**src/rtl/camera_capture_if.sv**
```systemverilog
// Bundles the camera byte bus and the pixel-FIFO write port of camera_capture.
// master = capture block, slave = camera/FIFO side (or a testbench standing in for them).
interface camera_capture_if;
  logic        cam_vsync;
  logic        cam_href;
  logic [7:0]  cam_data;
  logic        full_fifo;
  logic        wr_en;
  logic [15:0] dout;
  logic        frame_done;
  logic        overflow;

  modport master (
    input  cam_vsync, cam_href, cam_data, full_fifo,
    output wr_en, dout, frame_done, overflow
  );

  modport slave (
    output cam_vsync, cam_href, cam_data, full_fifo,
    input  wr_en, dout, frame_done, overflow
  );
endinterface

```
**src/rtl/camera_capture.sv**
```systemverilog
// Camera-side pixel FIFO writer: samples VSYNC/HREF/DATA, packs byte pairs into RGB565,
// discards the first SKIP_FRAMES frames after reset and crops to H_ACTIVE x V_ACTIVE.
module camera_capture #(
  parameter int H_ACTIVE    = 640,
  parameter int V_ACTIVE    = 480,
  parameter int SKIP_FRAMES = 2
) (
  input  logic             clk,
  input  logic             rst,
  camera_capture_if.master bus
);

  localparam logic [10:0] H_LIM = 11'(H_ACTIVE);
  localparam logic [10:0] V_LIM = 11'(V_ACTIVE);
  localparam int          SKIP_W = (SKIP_FRAMES > 0) ? $clog2(SKIP_FRAMES + 1) : 1;
  localparam logic [SKIP_W-1:0] SKIP_LIM = SKIP_W'(SKIP_FRAMES);

  typedef enum logic [1:0] {
    ST_SKIP     = 2'd0,
    ST_WAIT_SOF = 2'd1,
    ST_CAPTURE  = 2'd2
  } state_e;

  localparam state_e ST_RESET = (SKIP_FRAMES == 0) ? ST_WAIT_SOF : ST_SKIP;

  state_e              state_q, state_d;
  logic                vsync_s1_q, vsync_s1_d;
  logic                href_s1_q, href_s1_d;
  logic [7:0]          data_s1_q, data_s1_d;
  logic                vsync_prev_q, vsync_prev_d;
  logic                href_prev_q, href_prev_d;
  logic [SKIP_W-1:0]   skip_cnt_q, skip_cnt_d;
  logic                byte_phase_q, byte_phase_d;
  logic [7:0]          hi_byte_q, hi_byte_d;
  logic [10:0]         pixel_x_q, pixel_x_d;
  logic [10:0]         line_y_q, line_y_d;
  logic                wr_en_q, wr_en_d;
  logic [15:0]         dout_q, dout_d;
  logic                frame_done_q, frame_done_d;
  logic                overflow_q, overflow_d;

  logic                sof_s;
  logic                eof_s;
  logic                href_fall_s;
  logic                eligible_s;
  logic [15:0]         pix_s;

  assign sof_s       = vsync_prev_q & ~vsync_s1_q;
  assign eof_s       = ~vsync_prev_q & vsync_s1_q;
  assign href_fall_s = href_prev_q & ~href_s1_q;
  assign eligible_s  = (pixel_x_q < H_LIM) && (line_y_q < V_LIM);
  assign pix_s       = {hi_byte_q, data_s1_q};

  assign bus.wr_en      = wr_en_q;
  assign bus.dout       = dout_q;
  assign bus.frame_done = frame_done_q;
  assign bus.overflow   = overflow_q;

  // State and pipeline registers; vsync history resets high so a blanking bus gives no sof.
  always_ff @(posedge clk) begin
    if (rst) begin
      state_q      <= ST_RESET;
      vsync_s1_q   <= 1'b1;
      href_s1_q    <= 1'b0;
      data_s1_q    <= 8'h00;
      vsync_prev_q <= 1'b1;
      href_prev_q  <= 1'b0;
      skip_cnt_q   <= '0;
      byte_phase_q <= 1'b0;
      hi_byte_q    <= 8'h00;
      pixel_x_q    <= 11'd0;
      line_y_q     <= 11'd0;
      wr_en_q      <= 1'b0;
      dout_q       <= 16'h0000;
      frame_done_q <= 1'b0;
      overflow_q   <= 1'b0;
    end else begin
      state_q      <= state_d;
      vsync_s1_q   <= vsync_s1_d;
      href_s1_q    <= href_s1_d;
      data_s1_q    <= data_s1_d;
      vsync_prev_q <= vsync_prev_d;
      href_prev_q  <= href_prev_d;
      skip_cnt_q   <= skip_cnt_d;
      byte_phase_q <= byte_phase_d;
      hi_byte_q    <= hi_byte_d;
      pixel_x_q    <= pixel_x_d;
      line_y_q     <= line_y_d;
      wr_en_q      <= wr_en_d;
      dout_q       <= dout_d;
      frame_done_q <= frame_done_d;
      overflow_q   <= overflow_d;
    end
  end

  // Next-state, pixel packing and write decisions.
  always_comb begin
    vsync_s1_d   = bus.cam_vsync;
    href_s1_d    = bus.cam_href;
    data_s1_d    = bus.cam_data;
    vsync_prev_d = vsync_s1_q;
    href_prev_d  = href_s1_q;
    state_d      = state_q;
    skip_cnt_d   = skip_cnt_q;
    byte_phase_d = byte_phase_q;
    hi_byte_d    = hi_byte_q;
    pixel_x_d    = pixel_x_q;
    line_y_d     = line_y_q;
    wr_en_d      = 1'b0;
    dout_d       = dout_q;
    frame_done_d = 1'b0;
    overflow_d   = overflow_q;

    case (state_q)
      ST_SKIP: begin
        // skip_cnt holds the number of frames already discarded.
        if (sof_s) begin
          if (skip_cnt_q == SKIP_LIM) begin
            state_d      = ST_CAPTURE;
            byte_phase_d = 1'b0;
            pixel_x_d    = 11'd0;
            line_y_d     = 11'd0;
          end else begin
            skip_cnt_d = skip_cnt_q + SKIP_W'(1);
          end
        end else begin
          state_d = ST_SKIP;
        end
      end

      ST_WAIT_SOF: begin
        if (sof_s) begin
          state_d      = ST_CAPTURE;
          byte_phase_d = 1'b0;
          pixel_x_d    = 11'd0;
          line_y_d     = 11'd0;
        end else begin
          state_d = ST_WAIT_SOF;
        end
      end

      ST_CAPTURE: begin
        if (sof_s) begin
          byte_phase_d = 1'b0;
          pixel_x_d    = 11'd0;
          line_y_d     = 11'd0;
        end else if (eof_s) begin
          frame_done_d = 1'b1;
          state_d      = ST_WAIT_SOF;
        end else if (href_s1_q) begin
          byte_phase_d = ~byte_phase_q;
          if (!byte_phase_q) begin
            hi_byte_d = data_s1_q;
          end else begin
            // A dropped pixel still advances pixel_x so later pixels keep their column.
            if (pixel_x_q < H_LIM) begin
              pixel_x_d = pixel_x_q + 11'd1;
            end else begin
              pixel_x_d = pixel_x_q;
            end
            if (eligible_s && !bus.full_fifo) begin
              wr_en_d = 1'b1;
              dout_d  = pix_s;
            end else if (eligible_s) begin
              overflow_d = 1'b1;
            end else begin
              wr_en_d = 1'b0;
            end
          end
        end else if (href_fall_s) begin
          byte_phase_d = 1'b0;
          pixel_x_d    = 11'd0;
          if (line_y_q < V_LIM) begin
            line_y_d = line_y_q + 11'd1;
          end else begin
            line_y_d = line_y_q;
          end
        end else begin
          state_d = ST_CAPTURE;
        end
      end

      default: begin
        state_d = ST_RESET;
      end
    endcase
  end

endmodule

```
**src/flat_wrapper.sv**
```systemverilog
// flat-port wrapper written by rule: the top's interface ports become plain ports
module camera_capture_flat 
#(
  parameter int H_ACTIVE    = 640,
  parameter int V_ACTIVE    = 480,
  parameter int SKIP_FRAMES = 2
)
  (clk, rst, bus_cam_vsync, bus_cam_href, bus_cam_data, bus_full_fifo, bus_wr_en, bus_dout, bus_frame_done, bus_overflow);
  camera_capture_if bus_i ();
  input  logic clk;
  input  logic rst;
  input wire logic [$bits(bus_i.cam_vsync)-1:0] bus_cam_vsync;
  input wire logic [$bits(bus_i.cam_href)-1:0] bus_cam_href;
  input wire logic [$bits(bus_i.cam_data)-1:0] bus_cam_data;
  input wire logic [$bits(bus_i.full_fifo)-1:0] bus_full_fifo;
  output wire logic [$bits(bus_i.wr_en)-1:0] bus_wr_en;
  output wire logic [$bits(bus_i.dout)-1:0] bus_dout;
  output wire logic [$bits(bus_i.frame_done)-1:0] bus_frame_done;
  output wire logic [$bits(bus_i.overflow)-1:0] bus_overflow;
  assign bus_i.cam_vsync = bus_cam_vsync;
  assign bus_i.cam_href = bus_cam_href;
  assign bus_i.cam_data = bus_cam_data;
  assign bus_i.full_fifo = bus_full_fifo;
  assign bus_wr_en = bus_i.wr_en;
  assign bus_dout = bus_i.dout;
  assign bus_frame_done = bus_i.frame_done;
  assign bus_overflow = bus_i.overflow;
  camera_capture #(.H_ACTIVE(H_ACTIVE), .V_ACTIVE(V_ACTIVE), .SKIP_FRAMES(SKIP_FRAMES)) u_core (.clk(clk), .rst(rst), .bus(bus_i));
endmodule
```
**config.mk**
```make
export PLATFORM = sky130hd
export DESIGN_NAME = camera_capture_flat
export DESIGN_NICKNAME = d
export VERILOG_FILES = /design/src/rtl/camera_capture_if.sv /design/src/rtl/camera_capture.sv /design/src/flat_wrapper.sv
export SDC_FILE = /design/constraint.sdc
export NUM_CORES = 1
export LEC_CHECK = 0
export ABC_AREA = 0
export CORE_ASPECT_RATIO = 0.5
export CORE_MARGIN = 2
export CORE_UTILIZATION = 50
export CTS_CLUSTER_DIAMETER = 60
export DETAILED_ROUTE_END_ITERATION = 16
export PLACE_DENSITY_LB_ADDON = 0.1
export SYNTH_ARGS = -nofsm -noshare
export SYNTH_HDL_FRONTEND = slang
export SYNTH_SLANG_ARGS = --single-unit
export TNS_END_PERCENT = 20
```
**constraint.sdc**
```tcl
create_clock -name clk -period 2.93 [get_ports clk]
set_clock_uncertainty 0.15 [all_clocks]
set_input_delay 0.586 -clock clk [delete_from_list [all_inputs] [get_ports clk]]
set_output_delay 0.586 -clock clk [all_outputs]
set_load 0.02 [all_outputs]
```
==> impl_metrics.py, run 1 <==
metrics = {
    "run_status": {
        "run_status": "complete, no violations",
    },
    "worst_setup_path": {
        "critPathLaunch": "u_core.vsync_prev_d$_SDFF_PP1_",
        "cp-start-kind": "flip-flop",
        "critPathKind": "flip-flop to flip-flop",
        "critPathCapture": "u_core.pixel_x_q[8]$_SDFFE_PP0P_",
        "end_kind": "flip-flop",
        "slowest_delay_ns": 0.50,
        "crit_chain": "inv_1, ha_1, o21a_1, o221ai_2, or2_1, or4b_1, a21oi_1",
        "worst-path-stages": 7,
        "worstPathMaxFanout": 15,
        "critPathArrivalTime_ns": 2.47,
        "cp_slowest_cell": "or4b_1",
        "path_buf_inv": 1,
        "reg2regPathDepth": 7,
        "critical-path-top-delay-family": "simple AND/OR/NAND/NOR gates",
        "required_ns": 3.04,
        "r2r_slack_ns": 0.57,
        "timing.rr.end": "u_core.pixel_x_q[8]$_SDFFE_PP0P_",
        "r2r-start": "u_core.vsync_prev_d$_SDFF_PP1_",
    },
    "sta": {
        "fin_crit_sh_pct": 80.6,
        "max_slew.worst_pin.slew_ns": 0.681,
        "finalSetupViolCount": 0,
        "whs_ns": 0.303,
        "fin_setup_tns_ns": 0,
        "fmax_ghz": 0.423,
        "min_period_ns": 2.36,
        "slew_headroom_pct": 54.6,
        "rsz0062_at_grt": "false",
        "slew_violations": 0,
        "hold_viol": 0,
    },
    "drt": {
        "drc": 0,
        "ant_nets": 0,
        "route.vias.total": 1982,
        "wl_per_cell_um": 12.5,
        "vias_per_cell": 5.13,
        "drt_iter0_markers": 32,
        "dr.pass1.iters": 4,
        "wl_um": 4840,
    },
    "job": {
        "cap_violations": 0,
    },
    "global_routing": {
        "grt_pass1_vias": 1856,
        "grtUsageTotal_pct": 18.1,
        "use_met2_pct": 27.0,
        "grt_max_degree": 32,
        "top_usage_layer": "met2",
        "antenna_found_initial": 0,
        "grt_util_met3_pct": 7.73,
        "met1_usage_pct": 23.9,
        "grt_overflow": 0,
        "grt_first_pass_wirelength_um": 8540,
    },
    "synthesis": {
        "syn_nets": 297,
        "synth_edf_count": 0,
        "synthesis.area_sq_um": 2680,
        "yosys-top-cells-area": "dfxtp_1 (49%), mux2i_1 (10%), nor2_1 (7.8%), xnor2_1 (3.3%), ha_1 (2.3%)",
        "synth_top_flop_cell": "dfxtp_1",
        "syn_avg_cell_area_sq_um": 9.61,
        "ys_ff_latch": 66,
        "yosys.area.top_type": "dfxtp_1",
        "synth_cells": 279,
        "yosys.area.top_type_share_pct": 49.3,
        "yosysWarnings": 0,
        "synthArstFlopShare_pct": 0,
        "seq_area_frac_synth_pct": 49.3,
        "synth_cell_types": 41,
    },
    "clock_network": {
        "numCtsBuffers": 9,
        "postCtsSetupRepairBufs": 0,
        "clock_latency_ns": 0.33,
        "root_buffer": "clkbuf_8",
        "cts.sinks": 66,
        "post_cts_resized": 0,
        "htreeDepth": 3,
        "path_clk_slew_ns": 0.07,
        "cts_buffer_depth": 2,
        "hold_buffers": 0,
        "cts_tree": "built",
    },
    "floorplanning": {
        "dieArea_sq_um": 6000,
        "fp.dieW_um": 108,
        "die_y_um": 55.8,
        "rows": 18,
        "start_util_pct": 53.1,
        "io_pins": 32,
        "core_area_sq_um": 5040,
    },
    "place": {
        "place_area_sq_um": 3010,
        "port-buffer-count": 31,
        "gp_congestion": 0.786,
        "place_hpwl_um": 3330,
    },
    "pwr": {
        "p_total_mw": 1.70,
        "power.leakage_nw": 1.09,
        "p_per_area_nw_per_um2": 532,
        "ir_drop_mv": 0.316,
    },
    "final_layout": {
        "layout_commonest_cell": "dfxtp_1",
        "most-common-layout-cells": "dfxtp_1 (66), nor2_1 (56), clkdlybuf4s50_1 (30)",
        "areaGrowthSynthToFinish_pct": 19.3,
        "fin_area_sq_um": 3200,
        "fin_nets": 329,
        "drive_gt1_share_pct": 8.86,
        "antennaDiodeCount": 0,
    },
    "min_path": {
        "hp-class": "flip-flop to flip-flop",
        "hold_start": "u_core.line_y_q[10]$_SDFFE_PP0P_",
        "whs_path_depth": 1,
    },
}
==> worst reg2reg max path: stages, from the launching register on <==
cell	delay [ns]
dfxtp_1	0.33
inv_1	0.06
ha_1	0.31
o21a_1	0.19
o221ai_2	0.27
or2_1	0.35
or4b_1	0.50
a21oi_1	0.14
==> cell type report <==
cell class / count / area (sq um)
inverters: 11 / 41.3
well taps: 70 / 87.6
multi-input cells: 189 / 1230
repair buffers: 34 / 328
fillers: 426 / 1850
flip-flops and latches: 66 / 1320
clock buffers: 11 / 131
clock inverters: 5 / 55.1
==> sequential cells by signal, summed over array words and instances, names as in the netlist <==
| signal | flops |
|---|---|
| u_core.line_y_q | 11 |
| u_core.bus.overflow | 1 |
| u_core.pixel_x_q | 11 |
| u_core.state_q | 2 |
| u_core.bus.wr_en | 1 |
| u_core.skip_cnt_q | 2 |
| u_core.hi_byte_q | 8 |
| u_core.vsync_prev_d | 1 |
| u_core.vsync_prev_q | 1 |
| u_core.bus.dout | 16 |
| u_core.bus.frame_done | 1 |
| u_core.href_prev_d | 1 |
| u_core.href_prev_q | 1 |
| u_core.byte_phase_q | 1 |
| u_core.data_s1_q | 8 |
==> power breakdown <==
group | total, mW | internal (mW) | switching, mW
Sequential | 0.918 | 0.910 | 0.00865
Clock | 0.715 | 0.390 | 0.324
Combinational | 0.0702 | 0.0330 | 0.0371
==> how the worst min path moves through the flow <==
| stage | end |
|---|---|
| 2_1_floorplan | u_core.line_y_q[10]$_SDFFE_PP0P_ |
| 3_3_place_gp | u_core.line_y_q[9]$_SDFFE_PP0P_ |
| 3_5_place_dp | u_core.line_y_q[10]$_SDFFE_PP0P_ |
| 4_1_cts | u_core.line_y_q[10]$_SDFFE_PP0P_ |
| 5_1_grt | u_core.line_y_q[10]$_SDFFE_PP0P_ |
| 6_report | u_core.line_y_q[10]$_SDFFE_PP0P_ |
==> cells in the mapped netlist (4+ instances only) <==
| library cell | number |
|---|---|
| dfxtp_1 | 66 |
| nor2_1 | 56 |
| mux2i_1 | 28 |
| inv_1 | 11 |
| nor2b_1 | 10 |
| xnor2_1 | 10 |
| a21oi_1 | 9 |
| clkbuf_1 | 7 |
| nand3_1 | 7 |
| nor4_1 | 6 |
| ha_1 | 5 |
| nand4_1 | 5 |
| nor3_1 | 5 |
| nor4b_1 | 5 |
| nand2_1 | 4 |
| o21ai_0 | 4 |
==> per-stage QoR <==
step	instances	utilization (%)	setup WS [ns]
after floorplan	279	-	0.866
after global placement	370	59.7	0.642
after detailed placement	370	59.7	0.581
after CTS	386	63.4	0.551
after global routing	386	63.4	0.403
final	386	63.4	0.567
==> kinds of logic (layout without fill, tap and decap cells) <==
family                   count (synthesis)  in the layout  share of synthesized area, %
buffers and inverters                   24             61                          4.67
adder cells (fa/ha/maj)                  5              5                          2.33
AO/OA/AOI/OAI                           25             25                          6.40
AND/OR/NAND/NOR                        121            121                          23.6
multiplexers                            28             28                          10.5
XOR/XNOR                                10             10                          3.27
flip-flops                              66             66                          49.3
==> routing by layer <==
layer | vias up | wire length (um)
met2 | 39 | 2180
met1 | 910 | 2390
met3 | 7 | 234
li1 | 1026 | -
met4 | 0 | 37
met5 | - | 0
(Power assumes the default switching activity.)
==> inputs of run 2 (changes only) <==
==> constraint.sdc (replaced) <==
create_clock -name clk -period 2.4 [get_ports clk]
set_clock_uncertainty 0.15 [all_clocks]
set_input_delay 0.48 -clock clk [delete_from_list [all_inputs] [get_ports clk]]
set_output_delay 0.48 -clock clk [all_outputs]
set_load 0.02 [all_outputs]
==> impl_metrics.py, run 2 (synthesis results as in run 1) <==
metrics = {
    "pwr": {
        "switchingPower_mw": 0.469,
        "swShare_pct": 22.4,
        "p_per_area_nw_per_um2": 648,
        "power.leakage_nw": 1.11,
        "seqPwrFrac_pct": 53.4,
        "combPwrFrac_pct": 4.2,
        "p_total_mw": 2.10,
        "p_int_mw": 1.63,
        "ir_drop_mv": 0.566,
        "clkPwrFrac_pct": 42.4,
    },
    "clock_network": {
        "numCtsBuffers": 9,
        "post_cts_resized": 0,
        "cts.sinks": 66,
        "cts_buffer_depth": 2,
        "cts_tree": "built",
        "postCtsSetupRepairBufs": 0,
        "clock_latency_ns": 0.35,
        "root_buffer": "clkbuf_8",
        "path_clk_slew_ns": 0.07,
        "hold_buffers": 0,
        "htreeDepth": 3,
    },
    "global_routing": {
        "grt_pass1_vias": 1890,
        "grt_first_pass_wirelength_um": 8390,
        "antenna_found_initial": 0,
        "grtUsageTotal_pct": 18.4,
        "grt_max_degree": 30,
        "grt_overflow": 0,
    },
    "worst_setup_path": {
        "worstPathMaxFanout": 10,
        "r2r-start": "u_core.vsync_prev_d$_SDFF_PP1_",
        "path_buf_inv": 1,
        "slowest_delay_ns": 0.50,
        "critPathKind": "flip-flop to flip-flop",
        "cp_slowest_cell": "or4b_1",
        "r2r_slack_ns": 0.19,
        "worst-path-stages": 7,
        "required_ns": 2.52,
        "cp-start-kind": "flip-flop",
        "critPathArrivalTime_ns": 2.34,
        "timing.rr.end": "u_core.pixel_x_q[8]$_SDFFE_PP0P_",
        "reg2regPathDepth": 7,
        "critical-path-top-delay-family": "simple AND/OR/NAND/NOR gates",
        "end_kind": "flip-flop",
        "crit_chain": "inv_1, ha_2, o21a_1, o221ai_2, or2_1, or4b_1, a21oi_1",
    },
    "final_layout": {
        "drive_gt1_share_pct": 10.0,
        "most-common-layout-cells": "dfxtp_1 (66), nor2_1 (56), clkdlybuf4s50_1 (30)",
        "fin_nets": 332,
        "ff_latch_area_sq_um": 1320,
        "antennaDiodeCount": 0,
        "areaGrowthSynthToFinish_pct": 20.7,
        "fillerInstances": 429,
        "largest_reg_flops": 16,
        "multi_input_area_sq_um": 1240,
        "fin_area_sq_um": 3240,
        "finalNonFillerCells": 389,
        "layout_commonest_cell": "dfxtp_1",
    },
    "drt": {
        "dr.pass1.iters": 4,
        "ant_nets": 0,
        "vias_per_cell": 5.20,
        "drt_iter0_markers": 49,
        "route.vias.total": 2023,
        "drc": 0,
        "wl_per_cell_um": 12.7,
        "wl_um": 4950,
    },
    "sta": {
        "slew_headroom_pct": 65.4,
        "finalSetupViolCount": 0,
        "slew_violations": 0,
        "fin_crit_sh_pct": 92.2,
        "rsz0062_at_grt": "false",
        "fin_setup_tns_ns": 0,
        "min_period_ns": 2.21,
        "fin_ws_ns": 0.188,
        "hold_viol": 0,
        "fmax_ghz": 0.452,
        "max_slew.worst_pin.slew_ns": 0.515,
    },
    "min_path": {
        "min_to": "u_core.line_y_q[10]$_SDFFE_PP0P_",
        "hold_start": "u_core.line_y_q[10]$_SDFFE_PP0P_",
        "hp-class": "flip-flop to flip-flop",
        "whs_path_depth": 1,
    },
    "place": {
        "place_area_sq_um": 3050,
        "place_hpwl_um": 3360,
        "pre_cts_slack_ns": 0.145,
        "dp.cells": 373,
        "port-buffer-count": 31,
        "gp_congestion": 0.876,
    },
    "floorplanning": {
        "core_area_sq_um": 5040,
        "dieArea_sq_um": 6000,
        "die_y_um": 55.8,
        "start_util_pct": 53.1,
        "rows": 18,
        "fp.dieW_um": 108,
        "io_pins": 32,
    },
    "job": {
        "cap_violations": 0,
    },
    "run_status": {
        "run_status": "complete, no violations",
    },
}
## run 2: stage by stage
stage | hold slack (ns) | utilization [%]
3_5_place_dp | 0.286 | 60.4
5_1_grt | 0.314 | 64.1
2_1_floorplan | 0.271 | -
6_report | 0.303 | 64.1
4_1_cts | 0.308 | 64.1
3_3_place_gp | 0.284 | 60.4
## run 2: worst max-delay path by stage
stage	to	from	slack, ns
floorplan	u_core.line_y_q[2]$_SDFFE_PP0P_	u_core.vsync_prev_d$_SDFF_PP1_	0.34
global placement	u_core.pixel_x_q[8]$_SDFFE_PP0P_	u_core.vsync_prev_d$_SDFF_PP1_	0.21
detailed placement	u_core.pixel_x_q[8]$_SDFFE_PP0P_	u_core.vsync_prev_d$_SDFF_PP1_	0.14
CTS	u_core.pixel_x_q[8]$_SDFFE_PP0P_	u_core.vsync_prev_d$_SDFF_PP1_	0.11
global route	u_core.line_y_q[2]$_SDFFE_PP0P_	u_core.vsync_prev_d$_SDFF_PP1_	0.08
finish	u_core.pixel_x_q[8]$_SDFFE_PP0P_	u_core.vsync_prev_d$_SDFF_PP1_	0.19
## run 2: per-layer routing
metal,wire (um),part of all wire [%],global-route usage [%],vias up
met5,0,0,0,-
met1,2480,50,22.7,942
li1,-,-,-,1028
met3,303,6.1,10.3,8
met4,60,1.2,7.33,0
met2,2110,43,26.6,45
## run 2: power by group through the flow
stage,Clock [mW],Sequential (mW),Combinational (mW)
after floorplan,0,1.14,0.0591
after global placement,0,1.14,0.0852
after detailed placement,0,1.15,0.0879
after CTS,0.923,1.12,0.0883
after global routing,0.980,1.12,0.0977
final,0.890,1.12,0.0873
## run 2: area by class of cell
class                      instances  area share, %
sequential                        66           40.8
multi-input combinational        189           38.2
timing repair buffer              37           11.2
clock buffer                      11           4.06
tap                               70           2.71
clock inverter                     5           1.70
inverter                          11           1.28
